**config.mk**
```make
export PLATFORM = sky130hd
export DESIGN_NAME = sr_latch_drv_flat
export DESIGN_NICKNAME = d
export VERILOG_FILES = /design/src/rtl/sr_latch_drv_if.sv /design/src/rtl/sr_latch_drv.sv /design/src/flat_wrapper.sv
export SDC_FILE = /design/constraint.sdc
export NUM_CORES = 1
export LEC_CHECK = 0
export ABC_AREA = 0
export BUFFER_PORTS_ARGS = -buffer_cell sky130_fd_sc_hd__buf_2
export CAP_MARGIN = 10
export CORE_MARGIN = 2
export CORE_UTILIZATION = 55
export DETAILED_ROUTE_END_ITERATION = 12
export PLACE_DENSITY = 0.76
export SLEW_MARGIN = 25
export SYNTH_ARGS = -nofsm -noshare
export SYNTH_HDL_FRONTEND = slang
export SYNTH_SLANG_ARGS = --single-unit
```
**constraint.sdc**
```tcl
create_clock -name clk -period 4.5 [get_ports clk]
set_clock_uncertainty 0.2 [all_clocks]
set_input_delay 0.675 -clock clk [delete_from_list [all_inputs] [get_ports clk]]
set_output_delay 0.675 -clock clk [all_outputs]
set_load 0.05 [all_outputs]
```
**src/rtl/sr_latch_drv_if.sv**
```systemverilog
// Request/status bundle between a latch-write client and sr_latch_drv.
// The master side issues one-shot set/reset requests and supplies latch Q feedback.
interface sr_latch_drv_if;
  logic set_req;
  logic rst_req;
  logic q_fb;
  logic S;
  logic R;
  logic busy;
  logic done;
  logic last_op;
  logic err;

  modport master (
    output set_req, rst_req, q_fb,
    input  S, R, busy, done, last_op, err
  );

  modport slave (
    input  set_req, rst_req, q_fb,
    output S, R, busy, done, last_op, err
  );
endinterface

```
**src/rtl/sr_latch_drv.sv**
```systemverilog
// Drives the active-low S/R inputs of a NAND SR latch with fixed-width one-hot pulses.
// Optional Q read-back check is enabled by defining SR_LATCH_DRV_VERIFY_EN.
module sr_latch_drv #(
  parameter int PULSE_CYC = 2,
  parameter int GAP_CYC   = 1
) (
  input logic           clk,
  input logic           rst_n,
  sr_latch_drv_if.slave bus
);

  localparam logic [7:0] PULSE_LD = (PULSE_CYC < 1) ? 8'd1 : 8'(PULSE_CYC);
  localparam logic [7:0] GAP_LD   = 8'(GAP_CYC);
  localparam bit         SKIP_GAP = (GAP_CYC == 0);

  typedef enum logic [1:0] {IDLE, PULSE, GAP} state_t;

  state_t     state;
  logic [7:0] cnt;
  logic       s_p0;
  logic       r_p0;
  logic       busy_p0;
  logic       done_p0;
  logic       last_op_p0;
  logic       set_op;

  // Reset beats set when both are requested, so S is never pulled low in that case.
  assign set_op = bus.set_req & ~bus.rst_req;

  always_ff @(posedge clk or negedge rst_n) begin
    if (!rst_n) begin
      state      <= IDLE;
      s_p0       <= 1'b1;
      r_p0       <= 1'b1;
      busy_p0    <= 1'b0;
      done_p0    <= 1'b0;
      last_op_p0 <= 1'b0;
    end else begin
      done_p0 <= 1'b0;
      case (state)
        IDLE: begin
          if (bus.set_req || bus.rst_req) begin
            state      <= PULSE;
            busy_p0    <= 1'b1;
            last_op_p0 <= set_op;
            s_p0       <= ~set_op;
            r_p0       <= set_op;
          end
        end
        PULSE: begin
          if (cnt <= 8'd1) begin
            s_p0 <= 1'b1;
            r_p0 <= 1'b1;
            if (SKIP_GAP) begin
              state   <= IDLE;
              busy_p0 <= 1'b0;
              done_p0 <= 1'b1;
            end else begin
              state <= GAP;
            end
          end
        end
        GAP: begin
          if (cnt <= 8'd1) begin
            state   <= IDLE;
            busy_p0 <= 1'b0;
            done_p0 <= 1'b1;
          end
        end
        default: begin
          state <= IDLE;
          s_p0  <= 1'b1;
          r_p0  <= 1'b1;
        end
      endcase
    end
  end

  // Down-counter needs no reset: it is reloaded on every IDLE cycle before use.
  always_ff @(posedge clk) begin
    case (state)
      IDLE:    cnt <= PULSE_LD;
      PULSE:   cnt <= (cnt <= 8'd1) ? GAP_LD : cnt - 8'd1;
      GAP:     cnt <= (cnt <= 8'd1) ? cnt : cnt - 8'd1;
      default: cnt <= PULSE_LD;
    endcase
  end

  assign bus.S       = s_p0;
  assign bus.R       = r_p0;
  assign bus.busy    = busy_p0;
  assign bus.done    = done_p0;
  assign bus.last_op = last_op_p0;

`ifdef SR_LATCH_DRV_VERIFY_EN
  logic chk_p1;
  logic err_p1;

  // chk_p1 marks the first cycle after the pulse, when Q must reflect the op.
  always_ff @(posedge clk or negedge rst_n) begin
    if (!rst_n) begin
      chk_p1 <= 1'b0;
      err_p1 <= 1'b0;
    end else begin
      chk_p1 <= (state == PULSE) && (cnt <= 8'd1);
      if (chk_p1 && (bus.q_fb != last_op_p0)) begin
        err_p1 <= 1'b1;
      end
    end
  end

  assign bus.err = err_p1;
`else
  logic unused_q_fb;
  assign unused_q_fb = bus.q_fb;
  assign bus.err     = 1'b0;
`endif

endmodule

```
**src/flat_wrapper.sv**
```systemverilog
// flat-port wrapper written by rule: the top's interface ports become plain ports
module sr_latch_drv_flat 
#(
  parameter int PULSE_CYC = 2,
  parameter int GAP_CYC   = 1
)
  (clk, rst_n, bus_set_req, bus_rst_req, bus_q_fb, bus_S, bus_R, bus_busy, bus_done, bus_last_op, bus_err);
  sr_latch_drv_if bus_i ();
  input logic clk;
  input logic rst_n;
  input wire logic [$bits(bus_i.set_req)-1:0] bus_set_req;
  input wire logic [$bits(bus_i.rst_req)-1:0] bus_rst_req;
  input wire logic [$bits(bus_i.q_fb)-1:0] bus_q_fb;
  output wire logic [$bits(bus_i.S)-1:0] bus_S;
  output wire logic [$bits(bus_i.R)-1:0] bus_R;
  output wire logic [$bits(bus_i.busy)-1:0] bus_busy;
  output wire logic [$bits(bus_i.done)-1:0] bus_done;
  output wire logic [$bits(bus_i.last_op)-1:0] bus_last_op;
  output wire logic [$bits(bus_i.err)-1:0] bus_err;
  assign bus_i.set_req = bus_set_req;
  assign bus_i.rst_req = bus_rst_req;
  assign bus_i.q_fb = bus_q_fb;
  assign bus_S = bus_i.S;
  assign bus_R = bus_i.R;
  assign bus_busy = bus_i.busy;
  assign bus_done = bus_i.done;
  assign bus_last_op = bus_i.last_op;
  assign bus_err = bus_i.err;
  sr_latch_drv #(.PULSE_CYC(PULSE_CYC), .GAP_CYC(GAP_CYC)) u_core (.clk(clk), .rst_n(rst_n), .bus(bus_i));
endmodule
```
==> results of run 1 <==
==> synth_stat cells (all sizes together), types with 2 or more instances <==
cell type,instances
or4,2
o21ai,4
a2bb2oi,2
edfxtp,8
a21oi,5
inv,9
dfrtp,5
nand2,5
nor2b,2
nor4,2
xnor2,5
dfstp,2
ha,5
nor2,15
==> power groups by stage <==
stage          Clock [mW]  Combinational [mW]  Sequential (mW)
2_1_floorplan           0             0.00316            0.146
3_3_place_gp            0             0.00553            0.146
3_5_place_dp            0             0.00559            0.146
4_1_cts            0.0759             0.00557            0.144
5_1_grt            0.0815             0.00622            0.144
6_report           0.0759             0.00552            0.144
==> routing by layer <==
metal,routed length [um],vias to the layer above
li1,-,307
met1,713,286
met2,749,14
met3,53,4
met4,18,0
met5,0,-
==> registers in the layout, summed over array words and instances, names as in the netlist <==
name	cells
u_core.bus.last_op	1
u_core.bus.R	1
u_core.bus.S	1
u_core.cnt	8
u_core.bus.done	1
u_core.state	2
u_core.bus.busy	1
==> logic make-up (layout without fill, tap and decap cells) <==
kind of cell               after synthesis  count (layout)
xor gates and xnor gates                 6               6
buffers and inverters                   11              21
AOI/OAI and AO/OA                       16              16
adders and majority gates                5               5
DFF                                     15              15
and+or+nand+nor                         30              30
other                                    1               1
==> area by class of cell <==
cell class,count,area (um^2),share of cell area
Clock inverter,1,5.00,0.00533
Timing Repair Buffer,8,40.0,0.0427
Multi-Input combinational cell,58,399,0.425
Tap cell,16,20.0,0.0213
Inverter,9,33.8,0.0360
Sequential cell,15,418,0.445
Clock buffer,3,22.5,0.0240
==> stage by stage <==
step	cells	util	hold slack, ps
floorplan	84	-	179
global placement	106	0.612	310
detailed placement	106	0.612	313
CTS	110	0.630	9.73
global route	110	0.630	13.7
finish	110	0.630	3.70
==> worst paths after layout <==
path / start / endpoint
setup / recovery: u_core.cnt[2]$_DFFE_PN_ / u_core.cnt[4]$_DFFE_PN_
hold / removal: rst_n / u_core.bus.done$_DFF_PN0_
setup reg to reg: u_core.cnt[2]$_DFFE_PN_ / u_core.cnt[4]$_DFFE_PN_
hold reg to reg: u_core.bus.last_op$_DFFE_PN0P_ / u_core.bus.last_op$_DFFE_PN0P_
max in group asynchronous: rst_n / u_core.bus.R$_DFFE_PN1P_
min in group clk: u_core.bus.last_op$_DFFE_PN0P_ / u_core.bus.last_op$_DFFE_PN0P_
==> reports/qor.yml, run 1 <==
pwr:
  seqPwrFrac: 0.638
  switching_share: 0.209
  powerDensity_nw_per_um2: 240
  p_leak_nw: 0.440
  power.total_uw: 225
  netSwitchingPower_uw: 47.0
  peakVddDrop_mv: 0.189
  clkPwrFrac: 0.337
  comb_power_share: 0.025
  p_int_uw: 178
global_routing:
  grt-busiest-layer: "met2"
  grt_max_degree: 10
  grt_pass1_vias: 618
  use_met2: 0.315
  met1_usage: 0.245
  grt_pass1_wl_mm: 2.57
  grt_overflow: 0
  antenna_found_initial: 0
  met3_usage: 0.0250
  grt_usage: 0.187
synth:
  avgSynthCellArea_um2: 10.3
  synth_cell_types: 30
  synth_cells: 84
  synth_top_family_by_area: "simple AND/OR/NAND/NOR gates"
  seq_area_frac_synth: 0.485
  yosys.area.top_type: "edfxtp_1"
  ys_async_sr_fraction: 0.467
  synth_flop_cell: "edfxtp_1"
  synthXorXnorAreaFrac: 0.0610
  ys_ff_latch: 15
  yosys.area_share.simple: 0.190
  synthAdderAreaFrac: 0.0726
  yosysWarnings: 0
  synth_area_leaders: "edfxtp_1, dfrtp_1, ha_1"
  syn_nets: 94
  synth_top_area_frac: 0.279
  synthMuxAreaShare: 0
  netlist_area_um2: 862
  synth_compound_area_frac: 0.135
  synth_edf_count: 8
timing:
  fin_tns_setup_ps: 0
  slew_headroom: 0.649
  hold_violations: 0
  max_freq_mhz: 401
  period_share: 0.554
  drv_slew: 0
  rsz0062_at_grt: "false"
  setup_viol: 0
  worstMarginPinSlew_ps: 524
  fin_crit_ps: 2490
  fin_ws_ps: 2010
layout:
  area_delta_synth_final_pct: 8.85
  layout_common_cells: "nor2_1, inv_1, buf_2, edfxtp_1"
  fillerInstances: 124
  layout_commonest_cell: "nor2_1"
  final_nets: 105
  antenna_cells: 0
  drive_gt1_frac: 0.223
  fin_area_um2: 938
worst_setup_path:
  max_stage_delay_ps: 580
  cp.buffers_inverters: 0
  crit_slowest_cell: "or4_4"
  crit_cells: 4
  ff2ff_path_depth: 4
  worstPathMaxFanout: 6
  crit_chain: "or4_4 -> nor4_4 -> a2bb2oi_1 -> nor2_1"
  path_delay_family: "simple AND/OR/NAND/NOR gates"
  worstSetupPathType: "reg -> reg"
  worstPathArrival_ps: 2320
  cp-start-kind: "flop"
  cp-end-kind: "flop"
  rrSetupSlack_ps: 2010
  crit_required_ps: 4320
routing:
  drtIter0Drc: 24
  vias: 611
  wirelength_mm: 1.53
  via_per_inst: 5.55
  firstDrtPassIters: 4
  wl_per_cell_um: 13.9
  route.detailed.drc: 0
  ant_nets: 0
clocking:
  cts_num_sinks: 15
  ctsHoldBuffers: 0
  root_buffer: "clkbuf_4"
  clk_path_buf_depth: 2
  cts_buffers: 3
  cts-resized-gates: 0
  clock_latency_ps: 280
  h-tree-depth: 1
  cts_setup_buffers: 0
  clkTransAtPathRegs_ps: 90
  cts_tree: "built"
outcome:
  status: "finished, final reports clean"
placement:
  port_buffers: 8
  gp_congestion: 0.750
  dpl_cell_area_um2: 911
  dp_hpwl_mm: 1.20
  dp_slack_ps: 2020
floorplanning:
  start_util: 0.579
  die_h_um: 43.6
  core-area_um2: 1490
  rows: 14
  pin_count: 11
  dieArea_um2: 1900
  die_w_um: 43.6
min_path:
  min_path_type: "in -> async"
run:
  cap_violations: 0
Note: power is estimated with default switching activity, not from simulation.
==> run 2, diff against run 1 <==
Clock period 4.5 ns to 2.6 ns, I/O delays scaled along.
==> run 2 against run 1 <==
Net effect:
- clock-buffer cell count stayed put
- total power is 79% higher
- setup slack worse by 1700 ps
- register-to-register slack worse by 1700 ps
- final cell count is 1.8% higher
- wire length is 0.13% higher
- sequential share of layout area is 0.93 points lower
- global-route usage is 0.64 points higher
- first-iteration DRC count is 58% lower
- critical path depth stayed put
- fmax is 7.2% higher
- largest cell class unchanged
- flip-flop and latch count stayed put
==> reports/qor.yml, run 2 (synthesized netlist as in run 1, its figures left out) <==
outcome:
  status: "finished, final reports clean"  # unchanged
placement:
  gp_congestion: 0.746  # was 0.750
  dp_hpwl_mm: 1.16  # was 1.20 mm
  dpl_cell_area_um2: 918  # was 911 um^2
  dp_cells: 107  # was 106
  port_buffers: 8  # unchanged
global_routing:
  antenna_found_initial: 0  # unchanged
  grt_max_degree: 11  # was 10
  grt_pass1_wl_mm: 2.61  # was 2.57 mm
  grt_overflow: 0  # unchanged
  grt_usage: 0.194  # was 0.187
  grt_pass1_vias: 594  # was 618
floorplanning:
  start_util: 0.579  # unchanged
  die_h_um: 43.6  # unchanged
  dieArea_um2: 1900  # unchanged
  rows: 14  # unchanged
  die_w_um: 43.6  # unchanged
  core-area_um2: 1490  # unchanged
  pin_count: 11  # unchanged
layout:
  antenna_cells: 0  # unchanged
  area_delta_synth_final_pct: 11.2  # was 8.85%
  final_nets: 107  # was 105
  layout_common_cells: "nor2_1, inv_1, buf_2, edfxtp_1"  # unchanged
  layout_commonest_cell: "nor2_1"  # unchanged
  fin_area_um2: 958  # was 938 um^2
  top_register: "u_core.cnt"  # unchanged
  reg_top3: "u_core.cnt: 8 flops, u_core.state: 2 flops"  # unchanged
  drive_gt1_frac: 0.229  # was 0.223
  utilization: 0.644  # was 0.630
  layoutNonFillerInstCount: 112  # was 110
  largest_reg_flops: 8  # unchanged
  fillerInstances: 126  # was 124
min_path:
  min_path_type: "in -> reg"  # was in -> async
  whs_path_depth: 2
timing:
  setup_viol: 0  # unchanged
  max_freq_mhz: 430  # was 401 MHz
  drv_slew: 0  # unchanged
  fin_crit_ps: 2330  # was 2490 ps
  fin_tns_setup_ps: 0  # unchanged
  rsz0062_at_grt: "false"  # unchanged
  period_share: 0.895  # was 0.554
  hold_violations: 0  # unchanged
clocking:
  cts_tree: "built"  # unchanged
  cts-resized-gates: 0  # unchanged
  cts_num_sinks: 15  # unchanged
  clkTransAtPathRegs_ps: 100  # was 90 ps
  clock_latency_ps: 290  # was 280 ps
  clk_path_buf_depth: 2  # unchanged
  cts_buffers: 3  # unchanged
  root_buffer: "clkbuf_4"  # unchanged
  h-tree-depth: 1  # unchanged
  cts_setup_buffers: 0  # unchanged
pwr:
  clkPwrFrac: 0.355  # was 0.337
  netSwitchingPower_uw: 91.4  # was 47.0 uW
  peakVddDrop_mv: 0.299  # was 0.189 mV
  p_leak_nw: 0.446  # was 0.440 nW
  powerDensity_nw_per_um2: 419  # was 240 nW/um^2
  seqPwrFrac: 0.618  # was 0.638
  switching_share: 0.227  # was 0.209
  p_int_uw: 310  # was 178 uW
  comb_power_share: 0.027  # was 0.025
routing:
  firstDrtPassIters: 4  # unchanged
  drtIter0Drc: 10  # was 24
  route.detailed.drc: 0  # unchanged
  ant_nets: 0  # unchanged
  vias: 613  # was 611
  wirelength_mm: 1.54  # was 1.53 mm
  wl_per_cell_um: 13.7  # was 13.9 um
  via_per_inst: 5.47  # was 5.55
run:
  cap_violations: 0  # unchanged
worst_setup_path:
  worstPathArrival_ps: 2180  # was 2320 ps
  worstSetupPathType: "reg -> reg"  # unchanged
  worstPathMaxFanout: 4  # was 6
  crit_required_ps: 2450  # was 4320 ps
  ff2ff_path_depth: 4  # unchanged
  cp-end-kind: "flop"  # unchanged
  cp-start-kind: "flop"  # unchanged
run 2: cell types whose count changed in the layout (fill, tap and decap cells not counted), sizes merged:
| cell | before | now |
|---|---|---|
| buf | 8 | 9 |
| clkinv | 1 | 0 |
| clkinvlp | 0 | 1 |
| dlygate4sd3 | 0 | 1 |
run 2: power by group through the flow:
stage	registers (mW)	clock network [mW]	logic, mW
floorplan	0.253	0	0.00547
finish	0.248	0.142	0.0109
detailed placement	0.253	0	0.00990
global placement	0.253	0	0.00956
CTS	0.248	0.143	0.0110
global route	0.248	0.154	0.0124
run 2: final timing paths:
check	startpoint	to	slack (ps)
setup / recovery	u_core.cnt[2]$_DFFE_PN_	u_core.cnt[1]$_DFFE_PN_	270
hold / removal	bus_rst_req	u_core.bus.last_op$_DFFE_PN0P_	100
setup reg to reg	u_core.cnt[2]$_DFFE_PN_	u_core.cnt[1]$_DFFE_PN_	270
hold reg to reg	u_core.bus.last_op$_DFFE_PN0P_	u_core.bus.last_op$_DFFE_PN0P_	340
max in group asynchronous	rst_n	u_core.bus.S$_DFFE_PN1P_	1720
min in group asynchronous	rst_n	u_core.bus.done$_DFF_PN0_	250
run 2: final cells by class:
type	count	area [um^2]	area share
Sequential cell	15	418	0.436
Multi-Input combinational cell	58	399	0.416
Timing Repair Buffer	10	57.6	0.0601
Inverter	9	33.8	0.0352
Clock buffer	3	22.5	0.0235
Tap cell	16	20.0	0.0209
Clock inverter	1	7.51	0.00783
run 2: what timing repair did:
action	in CTS	in global routing
endpoints found under the setup margin	0	0
hold buffers	1	0
endpoints found under the hold margin	7	0
run 2: per-stage QoR:
stage                     hold WS [ps]  power, mW  setup slack (ps)
after detailed placement          36.0      0.263               279
after CTS                          104      0.402               266
final                              100      0.402               273
after global placement            26.7      0.263               305
after floorplan                   -106      0.259               403
after global routing               116      0.415               184
run 2: per-layer routing:
layer  GRT usage  part of all wire
met4       0.109             0.021
met2       0.300              0.47
met5           0                 0
met1       0.262              0.49
met3      0.0250             0.027
run 2: critical path, cell delays in order, from the launching register on:
cell and delay [ps]:
edfxtp_1 460, or4_4 580, or4_4 540, a21oi_2 200
o21ai_0 100
